<file path="src/rtl/yolo_upsamp_pkg.sv">
// Shared types and helpers for the 2x nearest-neighbour stream upsampler.
package yolo_upsamp_pkg;

  localparam int unsigned DefaultDataW = 32;

  typedef enum logic [2:0] {
    StIdle,
    StPass0,
    StPass1,
    StDrain,
    StDone
  } state_e;

  function automatic int unsigned clog2(input int unsigned value);
    int unsigned res;
    res = 0;
    while ((64'd1 << res) < 64'(value)) res++;
    return res;
  endfunction

endpackage

</file>
<file path="src/rtl/yolo_upsamp_linebuf.sv">
// One-row pixel buffer: synchronous write, asynchronous read so it maps onto LUTRAM.
module yolo_upsamp_linebuf
  import yolo_upsamp_pkg::*;
#(
  parameter int unsigned DATA_W = DefaultDataW,
  parameter int unsigned DEPTH  = 32,
  parameter int unsigned AW     = (clog2(DEPTH) > 0) ? clog2(DEPTH) : 1
) (
  input  logic              clk,
  input  logic              we,
  input  logic [AW-1:0]     waddr,
  input  logic [DATA_W-1:0] wdata,
  input  logic [AW-1:0]     raddr,
  output logic [DATA_W-1:0] rdata
);

  logic [DATA_W-1:0] mem [DEPTH];

  always_ff @(posedge clk) begin
    if (we) mem[waddr] <= wdata;
  end

  assign rdata = mem[raddr];

endmodule

</file>
<file path="src/rtl/yolo_upsamp_x2_stream.sv">
// 2x nearest-neighbour upsampler between two FIFOs: each input pixel becomes a 2x2
// output block in raster order; the second output row of each pair replays the line buffer.
module yolo_upsamp_x2_stream
  import yolo_upsamp_pkg::*;
#(
  parameter int unsigned DATA_W = DefaultDataW,
  parameter int unsigned MAX_W  = 32,
  parameter int unsigned DIM_W  = 6
) (
  input  logic              ap_clk,
  input  logic              ap_rst,
  input  logic              ap_start,
  output logic              ap_done,
  output logic              ap_idle,
  output logic              ap_ready,
  input  logic [DIM_W-1:0]  cfg_width,
  input  logic [DIM_W-1:0]  cfg_height,
  input  logic [DATA_W-1:0] in_dout,
  input  logic              in_empty_n,
  output logic              in_read,
  output logic [DATA_W-1:0] out_din,
  input  logic              out_full_n,
  output logic              out_write
);

  localparam int unsigned      AW     = (clog2(MAX_W) > 0) ? clog2(MAX_W) : 1;
  localparam logic [DIM_W-1:0] DimOne = DIM_W'(1);

  state_e            state_q, state_d;
  logic [DIM_W-1:0]  col_q, col_d, row_q, row_d, w_q, w_d, h_q, h_d;
  logic              dup_q, dup_d, out_vld_q, out_vld_d;
  logic [DATA_W-1:0] out_din_q, out_din_d;

  logic              slot_free, col_last, row_last, load, lb_we;
  logic [DIM_W-1:0]  col_inc;
  logic [DATA_W-1:0] load_data, lb_rdata;

  assign slot_free = ~out_vld_q | out_full_n;
  assign col_last  = (col_q == w_q - DimOne);
  assign row_last  = (row_q == h_q - DimOne);
  assign col_inc   = col_last ? '0 : col_q + DimOne;

  yolo_upsamp_linebuf #(
    .DATA_W (DATA_W),
    .DEPTH  (MAX_W),
    .AW     (AW)
  ) u_linebuf (
    .clk   (ap_clk),
    .we    (lb_we),
    .waddr (col_q[AW-1:0]),
    .wdata (in_dout),
    .raddr (col_q[AW-1:0]),
    .rdata (lb_rdata)
  );

  always_comb begin
    state_d   = state_q;
    col_d     = col_q;
    row_d     = row_q;
    dup_d     = dup_q;
    w_d       = w_q;
    h_d       = h_q;
    in_read   = 1'b0;
    lb_we     = 1'b0;
    load      = 1'b0;
    load_data = lb_rdata;

    case (state_q)
      StIdle: begin
        if (ap_start) begin
          w_d     = cfg_width;
          h_d     = cfg_height;
          col_d   = '0;
          row_d   = '0;
          dup_d   = 1'b0;
          state_d = (cfg_width != '0 && cfg_height != '0) ? StPass0 : StDone;
        end
      end
      StPass0: begin
        if (!dup_q) begin
          in_read = in_empty_n & slot_free;
          if (in_read) begin
            load      = 1'b1;
            load_data = in_dout;
            lb_we     = 1'b1;
            dup_d     = 1'b1;
          end
        end else if (slot_free) begin
          // Second horizontal copy comes back out of the line buffer.
          load  = 1'b1;
          dup_d = 1'b0;
          col_d = col_inc;
          if (col_last) state_d = StPass1;
        end
      end
      StPass1: begin
        if (slot_free) begin
          load  = 1'b1;
          dup_d = ~dup_q;
          if (dup_q) begin
            col_d = col_inc;
            if (col_last) begin
              if (row_last) begin
                state_d = StDrain;
              end else begin
                row_d   = row_q + DimOne;
                state_d = StPass0;
              end
            end
          end
        end
      end
      StDrain: begin
        if (!out_vld_q || out_full_n) state_d = StDone;
      end
      StDone:  state_d = StIdle;
      default: state_d = StIdle;
    endcase

    out_vld_d = out_vld_q;
    out_din_d = out_din_q;
    if (load) begin
      out_vld_d = 1'b1;
      out_din_d = load_data;
    end else if (out_full_n) begin
      out_vld_d = 1'b0;
    end
  end

  always_ff @(posedge ap_clk or posedge ap_rst) begin
    if (ap_rst) begin
      state_q   <= StIdle;
      col_q     <= '0;
      row_q     <= '0;
      dup_q     <= 1'b0;
      w_q       <= '0;
      h_q       <= '0;
      out_vld_q <= 1'b0;
      out_din_q <= '0;
    end else begin
      state_q   <= state_d;
      col_q     <= col_d;
      row_q     <= row_d;
      dup_q     <= dup_d;
      w_q       <= w_d;
      h_q       <= h_d;
      out_vld_q <= out_vld_d;
      out_din_q <= out_din_d;
    end
  end

  assign out_write = out_vld_q & out_full_n;
  assign out_din   = out_din_q;
  assign ap_done   = (state_q == StDone);
  assign ap_ready  = ap_done;
  assign ap_idle   = (state_q == StIdle);

endmodule
</file>
<file path="config.mk">
export PLATFORM = sky130hd
export DESIGN_NAME = yolo_upsamp_x2_stream
export DESIGN_NICKNAME = d
export VERILOG_FILES = /design/src/rtl/yolo_upsamp_pkg.sv /design/src/rtl/yolo_upsamp_linebuf.sv /design/src/rtl/yolo_upsamp_x2_stream.sv
export SDC_FILE = /design/constraint.sdc
export NUM_CORES = 1
export LEC_CHECK = 0
export CAP_MARGIN = 30
export CORE_UTILIZATION = 40
export DETAILED_ROUTE_END_ITERATION = 10
export PLACE_DENSITY = 0.54
export SYNTH_ARGS = -nofsm -noshare
export SYNTH_HDL_FRONTEND = slang
export SYNTH_SLANG_ARGS = --single-unit
</file>
<file path="constraint.sdc">
create_clock -name ap_clk -period 4.5 [get_ports ap_clk]
set_input_delay 0.675 -clock ap_clk [delete_from_list [all_inputs] [get_ports ap_clk]]
set_output_delay 0.675 -clock ap_clk [all_outputs]
set_load 0.005 [all_outputs]
</file>
Word level (Yosys, flattened, before mapping)
Memory sizes are Yosys's and may differ from the RTL's.
Cells that the tools add are included.

word-level totals
  flip-flop bits (word level) = 61
  memory bits (writable) = 1024
  input port bits = 49
  output and inout bits = 37
  word-level logic and storage cells = 90
  memories = 1

cells by class
  $add $sub $neg = 4
  equal/unequal tests = 15
  muxes and demuxes = 43
  bitwise logic cells = 5
  reduce and logical (&&, ||, !) cells = 14

memories
  name           words  bits a word  read ports  clocked after Yosys merged registers in  write ports  RTL line                   source
  u_linebuf.mem  32     32           1           0                                        1            yolo_upsamp_linebuf.sv:17  logic [DATA_W-1:0] mem [DEPTH];

operators by type and width
  operator                                             number
  two-way mux 32 bit                                   3
  two-way mux 6 bit                                    10
  two-way mux 3 bit                                    9
  != test 2 bit, second input constant                 9
  case mux 6 bit (3 select lines)                      1
  two-way mux 1 bit                                    15
  adder 6 x 1 -> 6 bit, second input constant          2
  equality test 6 bit                                  2
  case mux 3 bit (4 select lines)                      1
  case mux 6 bit (2 select lines)                      1
  AND reduction 6 bit                                  2
  nonzero test 6 bit                                   2
  subtractor 6 x 1 -> 6 bit, second input constant     2
  AND reduction 8 bit                                  1
  equality test 3 x 2 -> 1 bit, second input constant  2
  nonzero test 2 bit                                   2
  equality test 3 x 1 -> 1 bit, second input constant  1
  equality test 3 bit, second input constant           1
  zero test 3 bit                                      1
  case mux 1 bit (3 select lines)                      1
  AND reduction 3 bit                                  1
  nonzero test 3 bit                                   1
  bitwise AND 1 bit                                    2
  two-way mux 2 bit                                    1
  other kinds (7)                                      8

Longest topological paths before layout
  word-level depth = 8
  depth in mapped cells = 9
  depth with buffers taken out = 8

Cells and area by module
A second synthesis with hierarchy kept.

unflattened totals
  cell total of the unflattened synthesis = 2557
  area total of the unflattened synthesis = 43127.6 um^2

modules (own cells, without submodules)
  module                 instances  cells each  area an instance (um^2)  sequential area each (um^2)
  yolo_upsamp_linebuf    1          2228        39850.7                  30749.5
  yolo_upsamp_x2_stream  1          329         3276.9                   1526.5

Worst setup path before layout
OpenSTA, ideal clock, no wires.

  path kind = input port to flip-flop
  from = input out_full_n
  to = memory u_linebuf.mem[7][0] (netlist name), enable pin
  library setup time = 421 ps
  arrival = 3083 ps
  required time = 4079 ps
  slack = 996 ps
  cell stages on the path = 7
  path buffers = 1
  path through = nor2b_1 -> nor3b_1 -> nand3_1 -> inv_1 -> clkbuf_1 -> nand2_1 -> nor2_1

on the way
  cells in the longest elaborated chain, start to end = 7

RTL lines
  item                                     RTL line                     source
  start: declaration                       yolo_upsamp_x2_stream.sv:22  input logic out_full_n,
  bitwise OR 1 bit                         yolo_upsamp_x2_stream.sv:38  assign slot_free = ~out_vld_q | out_full_n;
  bitwise AND 1 bit                        yolo_upsamp_x2_stream.sv:81  in_read = in_empty_n & slot_free;
  two-way mux 1 bit                        yolo_upsamp_x2_stream.sv:82  if (in_read) begin
  two-way mux 1 bit                        yolo_upsamp_x2_stream.sv:80  if (!dup_q) begin
  two-way mux 1 bit                        yolo_upsamp_x2_stream.sv:68  case (state_q)
  two-way mux 1 bit                        yolo_upsamp_linebuf.sv:20    if (we) mem[waddr] <= wdata;
  two-way mux 1 bit (implied by the code)  yolo_upsamp_linebuf.sv:20
  end: declaration                         yolo_upsamp_linebuf.sv:17

No other way between the ends.

Final worst setup path
  from = register state_q[2]
  to = output in_read

on the way
  cells in the longest elaborated chain, start to end = 2

RTL lines
  item                          RTL line                      source
  start: declaration            yolo_upsamp_x2_stream.sv:29   state_e state_q, state_d;
  start signal: assignment      yolo_upsamp_x2_stream.sv:132  state_q <= StIdle;
  start signal: assignment      yolo_upsamp_x2_stream.sv:141  state_q <= state_d;
  equality test 3 x 1 -> 1 bit  yolo_upsamp_x2_stream.sv:68
  two-way mux 1 bit             yolo_upsamp_x2_stream.sv:68
  end: declaration              yolo_upsamp_x2_stream.sv:20   output logic in_read,

No other way between the ends.

==> results.py <==
metrics = {
    "status": {
        "status": "completed",
    },
    "clocking": {
        "tritoncts_num_sinks": 1085,
        "cts_tree": "built",
        "cts-buffers-inserted": 112,
        "clk_root_buffer_cell": "clkbuf_16",
        "ctsLongestPathBuffers": 3,
        "h-tree-depth": 3,
        "worstSkewPairLatency_ns": 0.68,
        "cts.reportedPaths.clkPinSlew_ns": 0.06,
        "postCtsHoldBufs": 0,
        "cts_setup_buffers": 0,
        "ctsResizeCount": 0,
    },
    "logic_synthesis": {
        "synth_top_cell_by_area": "edfxtp_1",
        "synth_compound_gate_area_share_pct": 2.95,
        "synth_xor_area_share_pct": 0.304,
        "synth_area_leaders": "edfxtp_1 73%, mux4_2 14%, dfrtp_1 3.6%, mux2_2 1.2%, a22oi_1 1.1%",
        "netlist-cell-type-count": 57,
        "yosys.area_share.simple_pct": 3.24,
        "synth_flop_cell": "edfxtp_1",
        "number_of_storage_elements_in_the_synthesis_netlist": 1085,
        "dominant_combinational_cell_family_by_area_after_synthesis": "multiplexers",
        "yosysTopAreaCellShare_pct": 73.3,
        "synth.most_common_cell": "edfxtp_1",
        "yosys_warnings": 0,
        "synth.area.mux_share_pct": 15.1,
        "syn_area_per_cell_sq_um": 21.0,
        "synth_nets": 2052,
        "async_flop_share_pct": 5.62,
        "synth_cells": 1996,
        "synth.cell_area_sq_um": 41900,
        "yosys-top-cells-count": "1024 x edfxtp_1, 257 x mux4_2, 87 x nor2_1",
        "synth_sequential_area_ratio_pct": 77.0,
        "number_of_enable_flip_flop_cells_after_synthesis": 1024,
        "post_synth_adder_cell_area_pct": 0.209,
    },
    "setup_path": {
        "rr_startpoint": "col_q[1]$_DFFE_PP0P_",
        "critical_path.endpoint_type": "output pin",
        "crit-reg2reg-capture": "out_din[17]$_DFFE_PP0P_",
        "cp.arrival_ns": 2.87,
        "crit_required_ns": 3.83,
        "critical_path.max_fanout": 13,
        "worst_setup_path_endpoint": "in_read",
        "standard_cell_with_the_maximum_stage_delay_on_the_critical_path": "dfrtp_1",
        "timing.critical_path.cells": "nor2_1 -> nand3_2 -> clkinv_1 -> buf_4 -> clkdlybuf4s50_1",
        "setup.worst_path.class": "reg2out",
        "worstSetupStartpoint": "state_q[2]$_DFFE_PP0P_",
        "critical-path-max-stage-delay_ns": 0.63,
        "timing.critical_path.from_type": "flip-flop",
        "reg2regPathDepth": 6,
        "timing.reg2reg.setup_slack_ns": 1.28,
    },
    "floorplan": {
        "chipWidth_um": 326,
        "io_pins": 86,
        "initial_utilization_pct": 40.4,
        "core_sq_um": 104000,
        "floorplan.rows": 118,
        "die_outline_area_sq_um": 106000,
        "floorplan.die.height_um": 326,
    },
    "drt": {
        "drt-wirelength-per-cell_um": 28.7,
        "met3RoutedLength_um": 7040,
        "drt-initial-drc-count": 1984,
        "met1Wirelength_um": 45000,
        "post_drt_via_cell_ratio": 5.63,
        "drtPass1Iterations": 5,
        "antenna_violating_nets_post_route": 0,
        "dr.max_layer_used": "met5",
        "routed_wirelength_um": 106000,
        "drc_errors": 0,
        "met2RoutedLength_um": 51300,
        "total_via_count_in_the_routed_design": 20800,
    },
    "cells_and_area": {
        "syn2layout_area_growth_pct": 17.4,
        "multi_input_comb_area_sq_um": 9440,
        "insertedDiodeCount": 0,
        "final_core_util_pct": 47.4,
        "final_nets": 2269,
        "drive_gt1_share_pct": 28.1,
        "regArea_sq_um": 32300,
        "final.fill_count": 8499,
    },
    "power_and_ir_drop": {
        "peakVddDrop_mv": 0.292,
        "power_density_nw_per_um2": 553,
        "power_leakage_uw": 0.0154,
    },
    "timing": {
        "setup_violations": 0,
        "timing.setup.tns_ns": 0,
        "slew_headroom_pct": 41.6,
        "tightest_slew_ns": 0.877,
        "achievable-frequency_mhz": 282,
        "period_minus_slack_ns": 3.54,
        "finalCritPeriodShare_pct": 78.8,
        "report.final.slew_viol_count": 0,
        "clock_skew_after_layout_ns": 0.0238,
        "rsz_0062_raised_after_global_routing": "no",
        "final_hold_viol_count": 0,
    },
    "run": {
        "cap_viol_max_count": 0,
    },
    "global_route": {
        "grt_start_max_net_pins": 66,
        "grt_antenna_before_repair": 2,
        "globalRouteOverflowTotal": 0,
        "number_of_global_route_vias_before_repair": 21700,
        "grt_usage_pct": 20.1,
        "wire_length_of_the_first_global_routing_pass_um": 153000,
    },
    "place": {
        "gpl.final_weighted_congestion": 0.783,
        "hpwl_um": 64100,
        "port_buffers": 85,
    },
    "worst_hold_path": {
        "worstHoldPathType": "in2async",
    },
}
[cell usage in the layout, fill, tap and decap left out, types with 44 or more instances in the layout]
master / count
buf_4: 107
nor3_1: 70
a22oi_1: 61
clkbuf_16: 117
dfrtp_1: 58
clkdlybuf4s50_1: 82
edfxtp_1: 1024
nand2_1: 57
nor2_1: 51
mux4_2: 257
mux2_2: 44
[cell type report]
| class | count | area share, % |
|---|---|---|
| clock inverter | 63 | 1.11 |
| sequential | 1085 | 65.6 |
| clock buffer | 147 | 6.26 |
| timing repair buffer | 216 | 4.29 |
| tap | 1380 | 3.51 |
| inverter | 14 | 0.107 |
| multi-input combinational | 784 | 19.2 |
[power by group]
part	internal [uW]	switching (uW)
Clock	5310	3770
Combinational	2960	3220
Sequential	11500	456
[sequential cells by signal, summed over array words and instances, names as in the netlist]
register       cells
col_q              6
dup_q              1
h_q                6
out_din           32
out_vld_q          1
row_q              6
state_q            3
u_linebuf.mem   1024
w_q                6
[cell families after synthesis]
logic type | after synthesis
adders and majority gates | 7
DFF | 1085
AOI/OAI and AO/OA | 170
xor gates and xnor gates | 13
muxes | 305
buffers and inverters | 127
and+or+nand+nor | 289
[routing by layer]
metal	GRT usage (%)	vias to the layer above
li1	-	8793
met2	32.3	670
met5	0	-
met1	27.7	11100
met3	3.99	146
met4	6.15	4
[worst max-delay path: cells and delay by family, from the launching register on]
kind / cells / cell delay, ns
buffers and inverters: 3 / 1.30
and+or+nand+nor: 2 / 0.26
DFF: 1 / 0.63
[how the worst min path moves through the flow]
| stage | start | endpoint | cells past startpoint |
|---|---|---|---|
| detailed placement | w_q[5]$_DFFE_PP0P_ | w_q[5]$_DFFE_PP0P_ | 1 |
| floorplan | w_q[5]$_DFFE_PP0P_ | w_q[5]$_DFFE_PP0P_ | 1 |
| CTS | ap_rst | h_q[1]$_DFFE_PP0P_ | 2 |
| global route | ap_rst | h_q[0]$_DFFE_PP0P_ | 2 |
| finish | ap_rst | h_q[1]$_DFFE_PP0P_ | 2 |
| global placement | col_q[5]$_DFFE_PP0P_ | col_q[5]$_DFFE_PP0P_ | 2 |
[metrics by stage]
stage	total power [uW]	hold WS (ns)	instance area, sq um	instances	setup slack (ns)
global placement	18400	0.543	45500	3474	0.966
floorplan	16000	0.500	41900	1996	0.996
CTS	27500	0.293	49200	3687	0.920
detailed placement	18400	0.531	45600	3477	0.972
global route	28300	0.345	49200	3689	0.861
finish	27200	0.319	49200	3689	0.956
No activity file was read; power rests on OpenSTA's default activity.
